**config.mk**
```make
export PLATFORM = sky130hd
export DESIGN_NAME = pipeline_controller
export DESIGN_NICKNAME = d
export VERILOG_FILES = /design/src/rtl/pipeline_controller.sv
export SDC_FILE = /design/constraint.sdc
export NUM_CORES = 1
export LEC_CHECK = 0
export ABC_AREA = 1
export CORE_ASPECT_RATIO = 1.1
export CORE_UTILIZATION = 40
export CTS_BUF_LIST = sky130_fd_sc_hd__clkbuf_4 sky130_fd_sc_hd__clkbuf_8
export CTS_CLUSTER_DIAMETER = 60
export DETAILED_ROUTE_END_ITERATION = 16
export GPL_ROUTABILITY_DRIVEN = 0
export PLACE_DENSITY = 0.67
export SLEW_MARGIN = 25
export SYNTH_ARGS = -nofsm -noshare
export SYNTH_HDL_FRONTEND = slang
export SYNTH_SLANG_ARGS = --single-unit
```
**constraint.sdc**
```tcl
create_clock -name clock -period 3.6 [get_ports clock]
set_input_delay 0.72 -clock clock [delete_from_list [all_inputs] [get_ports clock]]
set_output_delay 0.72 -clock clock [all_outputs]
set_load 0.05 [all_outputs]
```
**src/rtl/pipeline_controller.sv**
```systemverilog
// pipeline_controller
//   Control unit for a 5-stage F/D/E/M/WB datapath. Decodes the instruction in D, carries a
//   control word through E, M and WB, selects forwarding paths for the E operands, resolves
//   load-use, RAW and branch hazards with stall/flush, and holds the NZVC flags register.
//
// Configuration macro: FORWARDING_EN
//   defined   - M/WB forwarding to E; only load-use stalls for one cycle.
//   undefined - forward selects tied to 00; any RAW against a writer in E, M or WB stalls D.
//
// Ports
//   clock, reset           rising-edge clock, asynchronous active-low reset
//   opcodeD, rs1D/rs2D/rdD instruction fields in D
//   N, Z, V, C             ALU flags from E (loaded by CMP)
//   PCSelectorF            PC loads the branch target (taken branch in WB)
//   stallF, flushD         hold PC/F-D register; send a bubble into E
//   obtainPCAsR1D          operand 1 read returns PC+8 (branch in D)
//   writeEnableD           register-file write enable for the WB instruction
//   data2SelectorE         operand 2 is the immediate
//   aluControlE            ALU operation for E
//   data1/2ForwardSelectorE 00 register, 01 from M, 10 from WB
//   writeDataEnableM       memory write (STR in M)
//   resultSelectorWB       WB result from memory (LDR)
module pipeline_controller #(
  parameter int unsigned ADDRESSWIDTH = 4,
  parameter int unsigned OPCODEWIDTH  = 4
) (
  input  logic                    clock,
  input  logic                    reset,
  input  logic [OPCODEWIDTH-1:0]  opcodeD,
  input  logic [ADDRESSWIDTH-1:0] rs1D,
  input  logic [ADDRESSWIDTH-1:0] rs2D,
  input  logic [ADDRESSWIDTH-1:0] rdD,
  input  logic                    N,
  input  logic                    Z,
  input  logic                    V,
  input  logic                    C,
  output logic                    PCSelectorF,
  output logic                    stallF,
  output logic                    flushD,
  output logic                    obtainPCAsR1D,
  output logic                    writeEnableD,
  output logic                    data2SelectorE,
  output logic [2:0]              aluControlE,
  output logic [1:0]              data1ForwardSelectorE,
  output logic [1:0]              data2ForwardSelectorE,
  output logic                    writeDataEnableM,
  output logic                    resultSelectorWB
);

  localparam logic [OPCODEWIDTH-1:0] OpAddi = OPCODEWIDTH'(8);
  localparam logic [OPCODEWIDTH-1:0] OpLdr  = OPCODEWIDTH'(9);
  localparam logic [OPCODEWIDTH-1:0] OpStr  = OPCODEWIDTH'(10);
  localparam logic [OPCODEWIDTH-1:0] OpB    = OPCODEWIDTH'(11);
  localparam logic [OPCODEWIDTH-1:0] OpBeq  = OPCODEWIDTH'(12);
  localparam logic [OPCODEWIDTH-1:0] OpBne  = OPCODEWIDTH'(13);
  localparam logic [OPCODEWIDTH-1:0] OpCmp  = OPCODEWIDTH'(14);

  // brCond: 00 always, 01 if Z, 10 if !Z
  typedef struct packed {
    logic                    valid;
    logic                    regWrite;
    logic                    memWrite;
    logic                    memToReg;
    logic                    isBranch;
    logic                    taken;
    logic                    isCmp;
    logic                    immSel;
    logic [1:0]              brCond;
    logic [2:0]              aluCtl;
    logic [ADDRESSWIDTH-1:0] rd;
    logic [ADDRESSWIDTH-1:0] rs1;
    logic [ADDRESSWIDTH-1:0] rs2;
  } ctrlWordT;

  typedef enum logic [1:0] {StRun, StBr, StFlush} stateT;

  ctrlWordT decD, eStage, mStage, wbStage, mNext;
  logic     usesRs1D, usesRs2D;
  logic     loadUse, rawStall, hazard, eTaken;
  logic [3:0] flagsReg;
  stateT    stateReg, stateNext;
  logic [1:0] brCnt, brCntNext;

  // ---------------------------------------------------------------- decode
  always_comb begin
    decD     = '0;
    usesRs1D = 1'b0;
    usesRs2D = 1'b0;
    decD.valid = 1'b1;
    decD.rd    = rdD;
    decD.rs1   = rs1D;
    decD.rs2   = rs2D;
    if (opcodeD < OpAddi) begin
      decD.regWrite = 1'b1;
      decD.aluCtl   = opcodeD[2:0];
      usesRs1D      = 1'b1;
      usesRs2D      = 1'b1;
    end else begin
      case (opcodeD)
        OpAddi: begin
          decD.regWrite = 1'b1;
          decD.immSel   = 1'b1;
          usesRs1D      = 1'b1;
        end
        OpLdr: begin
          decD.regWrite = 1'b1;
          decD.memToReg = 1'b1;
          decD.immSel   = 1'b1;
          usesRs1D      = 1'b1;
        end
        OpStr: begin
          decD.memWrite = 1'b1;
          decD.immSel   = 1'b1;
          usesRs1D      = 1'b1;
          usesRs2D      = 1'b1;
        end
        OpB, OpBeq, OpBne: begin
          decD.isBranch = 1'b1;
          decD.immSel   = 1'b1;
          decD.brCond   = (opcodeD == OpBeq) ? 2'b01 : (opcodeD == OpBne) ? 2'b10 : 2'b00;
        end
        OpCmp: begin
          decD.isCmp  = 1'b1;
          decD.aluCtl = 3'b001;
          usesRs1D    = 1'b1;
          usesRs2D    = 1'b1;
        end
        default: ;  // NOP: valid, no side effects
      endcase
    end
  end

  function automatic logic readsFrom(input ctrlWordT s, input logic u1, input logic u2,
                                     input logic [ADDRESSWIDTH-1:0] a1,
                                     input logic [ADDRESSWIDTH-1:0] a2);
    return s.valid & s.regWrite & ((u1 & (s.rd == a1)) | (u2 & (s.rd == a2)));
  endfunction

  // ---------------------------------------------------------------- hazards
  always_comb begin
    loadUse = eStage.memToReg & readsFrom(eStage, usesRs1D, usesRs2D, rs1D, rs2D);
`ifdef FORWARDING_EN
    rawStall = 1'b0;
`else
    rawStall = readsFrom(eStage, usesRs1D, usesRs2D, rs1D, rs2D)
             | readsFrom(mStage, usesRs1D, usesRs2D, rs1D, rs2D)
             | readsFrom(wbStage, usesRs1D, usesRs2D, rs1D, rs2D);
`endif
    hazard = loadUse | rawStall;
  end

  // ---------------------------------------------------------------- branch FSM
  always_comb begin
    stateNext   = stateReg;
    brCntNext   = brCnt;
    stallF      = 1'b0;
    flushD      = 1'b0;
    PCSelectorF = 1'b0;
    case (stateReg)
      StRun: begin
        stallF = hazard;
        flushD = hazard;
        // A hazard keeps the branch in D; it enters E once the stall clears.
        if (!hazard && decD.isBranch) begin
          stateNext = StBr;
          brCntNext = '0;
        end
      end
      StBr: begin
        stallF = 1'b1;
        flushD = 1'b1;
        if (brCnt == 2'd2) begin
          brCntNext = '0;
          if (wbStage.isBranch && wbStage.taken) begin
            PCSelectorF = 1'b1;
            stateNext   = StFlush;
          end else begin
            stateNext = StRun;
          end
        end else begin
          brCntNext = brCnt + 2'd1;
        end
      end
      StFlush: begin
        flushD    = 1'b1;
        stateNext = StRun;
      end
      default: stateNext = StRun;
    endcase
  end

  // Flags register is read here, so a CMP immediately ahead of a branch is already visible.
  always_comb begin
    eTaken = eStage.valid & eStage.isBranch &
             ((eStage.brCond == 2'b00) |
              ((eStage.brCond == 2'b01) & flagsReg[2]) |
              ((eStage.brCond == 2'b10) & ~flagsReg[2]));
    mNext       = eStage;
    mNext.taken = eTaken;
  end

  always_ff @(posedge clock or negedge reset) begin
    if (!reset) begin
      stateReg <= StRun;
      brCnt    <= '0;
      eStage   <= '0;
      mStage   <= '0;
      wbStage  <= '0;
      flagsReg <= '0;
    end else begin
      stateReg <= stateNext;
      brCnt    <= brCntNext;
      eStage   <= flushD ? '0 : decD;
      mStage   <= mNext;
      wbStage  <= mStage;
      if (eStage.valid && eStage.isCmp) begin
        flagsReg <= {N, Z, V, C};
      end
    end
  end

  // ---------------------------------------------------------------- outputs
  function automatic logic [1:0] forwardSel(input logic [ADDRESSWIDTH-1:0] src,
                                            input ctrlWordT m, input ctrlWordT wb);
    if (m.regWrite && !m.memToReg && (m.rd == src)) return 2'b01;
    if (wb.regWrite && (wb.rd == src))              return 2'b10;
    return 2'b00;
  endfunction

  always_comb begin
    obtainPCAsR1D    = decD.isBranch;
    writeEnableD     = wbStage.regWrite & wbStage.valid;
    resultSelectorWB = wbStage.memToReg;
    writeDataEnableM = mStage.memWrite;
    data2SelectorE   = eStage.immSel;
    aluControlE      = eStage.aluCtl;
`ifdef FORWARDING_EN
    data1ForwardSelectorE = forwardSel(eStage.rs1, mStage, wbStage);
    data2ForwardSelectorE = forwardSel(eStage.rs2, mStage, wbStage);
`else
    data1ForwardSelectorE = 2'b00;
    data2ForwardSelectorE = 2'b00;
`endif
  end

  // Collects stage-word fields that not every stage consumes.
  logic unusedBits;
  assign unusedBits = ^{flagsReg, eStage, mStage, wbStage};

endmodule

```
## Word level (Yosys, flattened, before mapping)

Cells that the tools add are included.

| storage, ports and cells | value |
|---|---|
| output and inout bits | 15 |
| logic and storage cells | 120 |
| input port bits | 22 |
| register bits after elaboration | 42 |

| cells by class | value |
|---|---|
| add/sub/neg operators | 1 |
| equal/unequal tests | 20 |
| bitwise logic cells | 26 |
| mux-type cells | 31 |
| magnitude comparators | 1 |
| reductions and logical operators | 15 |

Operators with widths:

| cell | count |
|---|---|
| $eq A4 B4 Y1 const B | 7 |
| $mux W25 | 1 |
| $eq A4 B4 Y1 | 6 |
| $and A1 B1 Y1 | 17 |
| $mux W2 | 8 |
| $mux W1 | 15 |
| $or A1 B1 Y1 | 8 |
| $pmux W2 S2 | 2 |
| $eq A2 B2 Y1 const B | 3 |
| $mux W3 | 2 |
| $reduce_or A2 Y1 | 3 |
| $reduce_or A6 Y1 | 1 |
| $eq A2 B1 Y1 const B | 2 |
| $logic_not A2 Y1 | 2 |
| $lt A4 B4 Y1 const B | 1 |
| $mux W4 | 1 |
| $ne A2 B2 Y1 const B | 2 |
| $pmux W1 S2 | 2 |
| $reduce_and A2 Y1 | 2 |
| $reduce_or A4 Y1 | 1 |
| $logic_and A1 B1 Y1 | 3 |
| $reduce_or A3 Y1 | 1 |
| $add A2 B1 Y2 const B | 1 |
| $reduce_bool A2 Y1 | 1 |
| other kinds (2) | 2 |

## Depth between registers and ports, before layout

| depth | value |
|---|---|
| depth in word-level cells | 14 |
| depth in mapped cells | 13 |
| depth with buffers taken out | 13 |

## Worst setup path before layout

No wires, ideal clock.

| timing | value |
|---|---|
| kind | input-to-output |
| start point | input opcodeD[1] |
| end point | output flushD |
| cell stages on the path | 12 |
| path slack | 1.101 ns |
| data arrival time | 1.779 ns |
| path buffers | 0 |
| required time | 2.880 ns |
| path through | inv_2 -> nor2_4 -> nor2_4 -> inv_1 -> nand3_1 -> nand2_1 -> nand2_2 -> nand3_2 -> nand2_2 -> nand2_4 -> nand2_1 -> inv_1 |

| on the way | value |
|---|---|
| word-level cells in the longest chain between the ends | 11 |
| elaborated cells between the ends (all ways) | 28 |
| classes of those cells | order compare: 1; eq/ne: 4; mux: 5; bitwise: 16; reduce/logical: 2 |

RTL lines:

| element | line | source |
|---|---|---|
| start, declared | 29 | `input logic [OPCODEWIDTH-1:0] opcodeD,` |
| $eq A4 B4 Y1 | 99 | `case (opcodeD)` |
| $reduce_or A4 Y1 (no source line) or $reduce_or A2 Y1 (tied branches) | - |  |
| $mux W1 | 99 |  |
| $mux W1 | 93 | `if (opcodeD < OpAddi) begin` |
| $and A1 B1 Y1 | 136 | `return s.valid & s.regWrite & ((u1 & (s.rd == a1)) \| (u2 & (s.rd == a2)));` |
| $or A1 B1 Y1 | 136 |  |
| $and A1 B1 Y1 | 136 |  |
| $or A1 B1 Y1 | 146 | `\| readsFrom(mStage, usesRs1D, usesRs2D, rs1D, rs2D)` |
| $or A1 B1 Y1 | 147 | `\| readsFrom(wbStage, usesRs1D, usesRs2D, rs1D, rs2D);` |
| $or A1 B1 Y1 (*) | 149 | `hazard = loadUse \| rawStall;` |
| $pmux W1 S2 (*) | 159 | `case (stateReg)` |
| end, declared | 39 | `output logic flushD,` |

Mark *: on every way between the ends. The rest lies on a longest branch, timed or not.

## Final worst setup path

Same ends and word-level chain as after synthesis.

==> impl_metrics.py <==
metrics = {
    "clock_network": {
        "numCtsBuffers": 5,
        "cts_tree": "yes",
        "cts_resized": 0,
        "clock_path_buffers": 2,
        "cts-root-buf": "clkbuf_8",
        "clock_latency_ns": 0.29,
        "holdBufCountCts": 0,
        "cts.sinks": 40,
        "cts_max_level": 2,
        "post_cts_buffers": 0,
        "clkTransAtPathRegs_ns": 0.08,
    },
    "synthesis": {
        "yosys.area.top_type_share_pct": 49.72,
        "syn_area_um2": 2013,
        "synth_seq_area_share_pct": 49.72,
        "synth_area_leader_cell": "dfrtp_1",
        "synth.avg_cell_area_um2": 8.021,
        "synth_cell_types": 23,
        "synth_cells": 251,
        "synth-warning-count": 0,
        "synth_area_leaders": "dfrtp_1, nand2_1, inv_1",
        "yosys_register_bits": 40,
    },
    "layout": {
        "fill_cells": 457,
        "layoutNonFillerInstCount": 340,
        "area_delta_synth_final_pct": 20.63,
        "drive_above_1_share_pct": 11.97,
        "mostFrequentLayoutCells": "nand2_1, inv_1, dfrtp_1",
        "final_nets": 308,
        "fin_area_um2": 2429,
        "diodes": 0,
        "layout_commonest_cell": "nand2_1",
    },
    "power_and_ir_drop": {
        "leakage_nw": 1.289,
        "peakVddDrop_mv": 0.3565,
        "p_seq_share_pct": 41.6,
        "p_comb_share_pct": 38.8,
        "p_per_area_nw_per_um2": 641.3,
        "p_sw_share_pct": 39.96,
        "p_clk_share_pct": 19.6,
        "p_int_uw": 935.0,
        "switching_power_uw": 622.4,
    },
    "global_routing": {
        "overflow": 0,
        "grt_pass1_wl_um": 6403,
        "grt_max_degree": 41,
        "antenna_found_initial": 0,
        "grt.total_usage_pct": 15.23,
        "grt_pass1_vias": 1482,
    },
    "setup_path": {
        "arrival_ns": 2.34,
        "end_kind": "output port",
        "crit_type": "input pin to output port",
        "rrSetupSlack_ns": 2.01,
        "r2r.worst_path.cells": 10,
        "cp-start-kind": "input pin",
        "startpoint": "opcodeD[1]",
        "crit_fanout": 5,
        "r2r-start": "eStage[8]",
        "cp_data_required_time_ns": 2.88,
    },
    "drt": {
        "via_count": 1562,
        "wl_um": 3689,
        "top_layer": "met4",
        "drc": 0,
        "wire_per_inst_um": 10.85,
        "antenna_left": 0,
        "drt_pre_antenna_iters": 4,
        "wl_met3_um": 139,
        "vias_per_cell": 4.594,
        "drt_iter0_drc": 54,
        "met1_length_um": 1740,
        "wl_met2_um": 1748,
    },
    "hold_path": {
        "min_from": "mStage[19]",
        "hold_path.class": "register to register",
        "min_path_cells": 0,
    },
    "place": {
        "dp.cells": 332,
        "io_buffers": 29,
        "dpl-instance-area_um2": 2336,
        "hpwl_um": 2699,
    },
    "floorplanning": {
        "row_count": 26,
        "core_um2": 4750,
        "ioPinCount": 37,
        "die_y_um": 76.41,
        "die_w_um": 69.64,
        "die_area_um2": 5321,
        "start_util_pct": 42.39,
    },
    "timing": {
        "final.setup.tns_ns": 0,
        "slew_headroom_pct": 41.20,
        "slew_viol_final": 0,
        "tightest_slew_ns": 0.8820,
        "setup_viol": 0,
        "fin_crit_sh_pct": 85.00,
        "hold_viol": 0,
        "max_freq_mhz": 326.8,
        "fin_crit_ns": 3.060,
        "skew_ns": 0.005185,
        "grt_setup_unrepaired": "false",
    },
    "outcome": {
        "outcome": "finished clean",
    },
    "job": {
        "maxCapViolations": 0,
    },
}
[layout make-up]
type | instances | area, µm² | area share, %
well taps | 56 | 70.07 | 2.885
multi-input cells | 159 | 774.5 | 31.89
flip-flops and latches | 40 | 1001 | 41.22
inverters | 46 | 172.7 | 7.110
repair buffers | 31 | 317.8 | 13.09
clock inverters | 2 | 16.27 | 0.6698
clock buffers | 6 | 76.32 | 3.143
[kinds of logic after synthesis]
kind of cell / after synthesis / share of synthesized area (%)
AND/OR/NAND/NOR: 120 / 25.11
flip-flops: 40 / 49.72
buffers and inverters: 55 / 12.37
adder cells (fa/ha/maj): 3 / 1.865
XOR/XNOR: 2 / 0.8703
AO/OA/AOI/OAI: 30 / 9.882
other: 1 / 0.1863
[critical path, cell delays in order]
cell	delay [ns]
clkdlybuf4s50_1	0.54
inv_2	0.09
nor2_4	0.13
nor2_4	0.06
nand2_2	0.09
nand3_1	0.09
nand2_1	0.09
nand2_2	0.05
nand3_2	0.06
nand2_2	0.07
nand2_4	0.06
nand2_1	0.07
inv_1	0.10
buf_12	0.14
[path summary, 6_finish.rpt]
path | endpoint
setup / recovery | flushD
hold / removal | wbStage[19]
setup reg to reg | aluControlE[0]
hold reg to reg | wbStage[19]
max in group asynchronous | resultSelectorWB
min in group asynchronous | flagsReg[2]
[per-layer routing]
layer / GRT usage, % / up-vias
met5: 0 / -
met1: 19.61 / 716
li1: - / 811
met2: 24.56 / 28
met3: 4.233 / 7
met4: 5.400 / 0
[power by group through the flow]
stage | Combinational [mW] | Sequential (mW) | Clock (mW)
3_5_place_dp | 0.605 | 0.657 | 0
4_1_cts | 0.609 | 0.650 | 0.312
2_1_floorplan | 0.438 | 0.648 | 0
6_report | 0.604 | 0.649 | 0.305
3_3_place_gp | 0.596 | 0.651 | 0
5_1_grt | 0.674 | 0.666 | 0.333
[Yosys cell counts (all sizes together)]
cell type	n
a21oi	19
a31oi	1
buf	8
clkbuf	1
conb	1
dfrtp	40
ha	3
inv	46
nand2	90
nand3	10
nand4	2
nor2	18
o211ai	1
o21ai	9
xor2	2
[through the flow]
step                worst slack [ns]  total power [mW]  utilization (%)  hold WS (ns)
floorplan                      1.101             1.086                -        0.3312
global placement              0.5598             1.247            49.18        0.3335
detailed placement            0.5352             1.262            49.18        0.3356
CTS                           0.5302             1.571            51.13        0.3540
global route                  0.3657             1.672            51.13        0.3579
finish                        0.5400             1.557            51.13        0.3506
[registers in the layout, indices dropped and copies added, names as in the netlist, 2 cells and up]
name and count:
aluControlE 3, brCnt 2, stateReg 2, mStage 9
wbStage 8, eStage 12
Note: power is estimated with default switching activity, not from simulation.
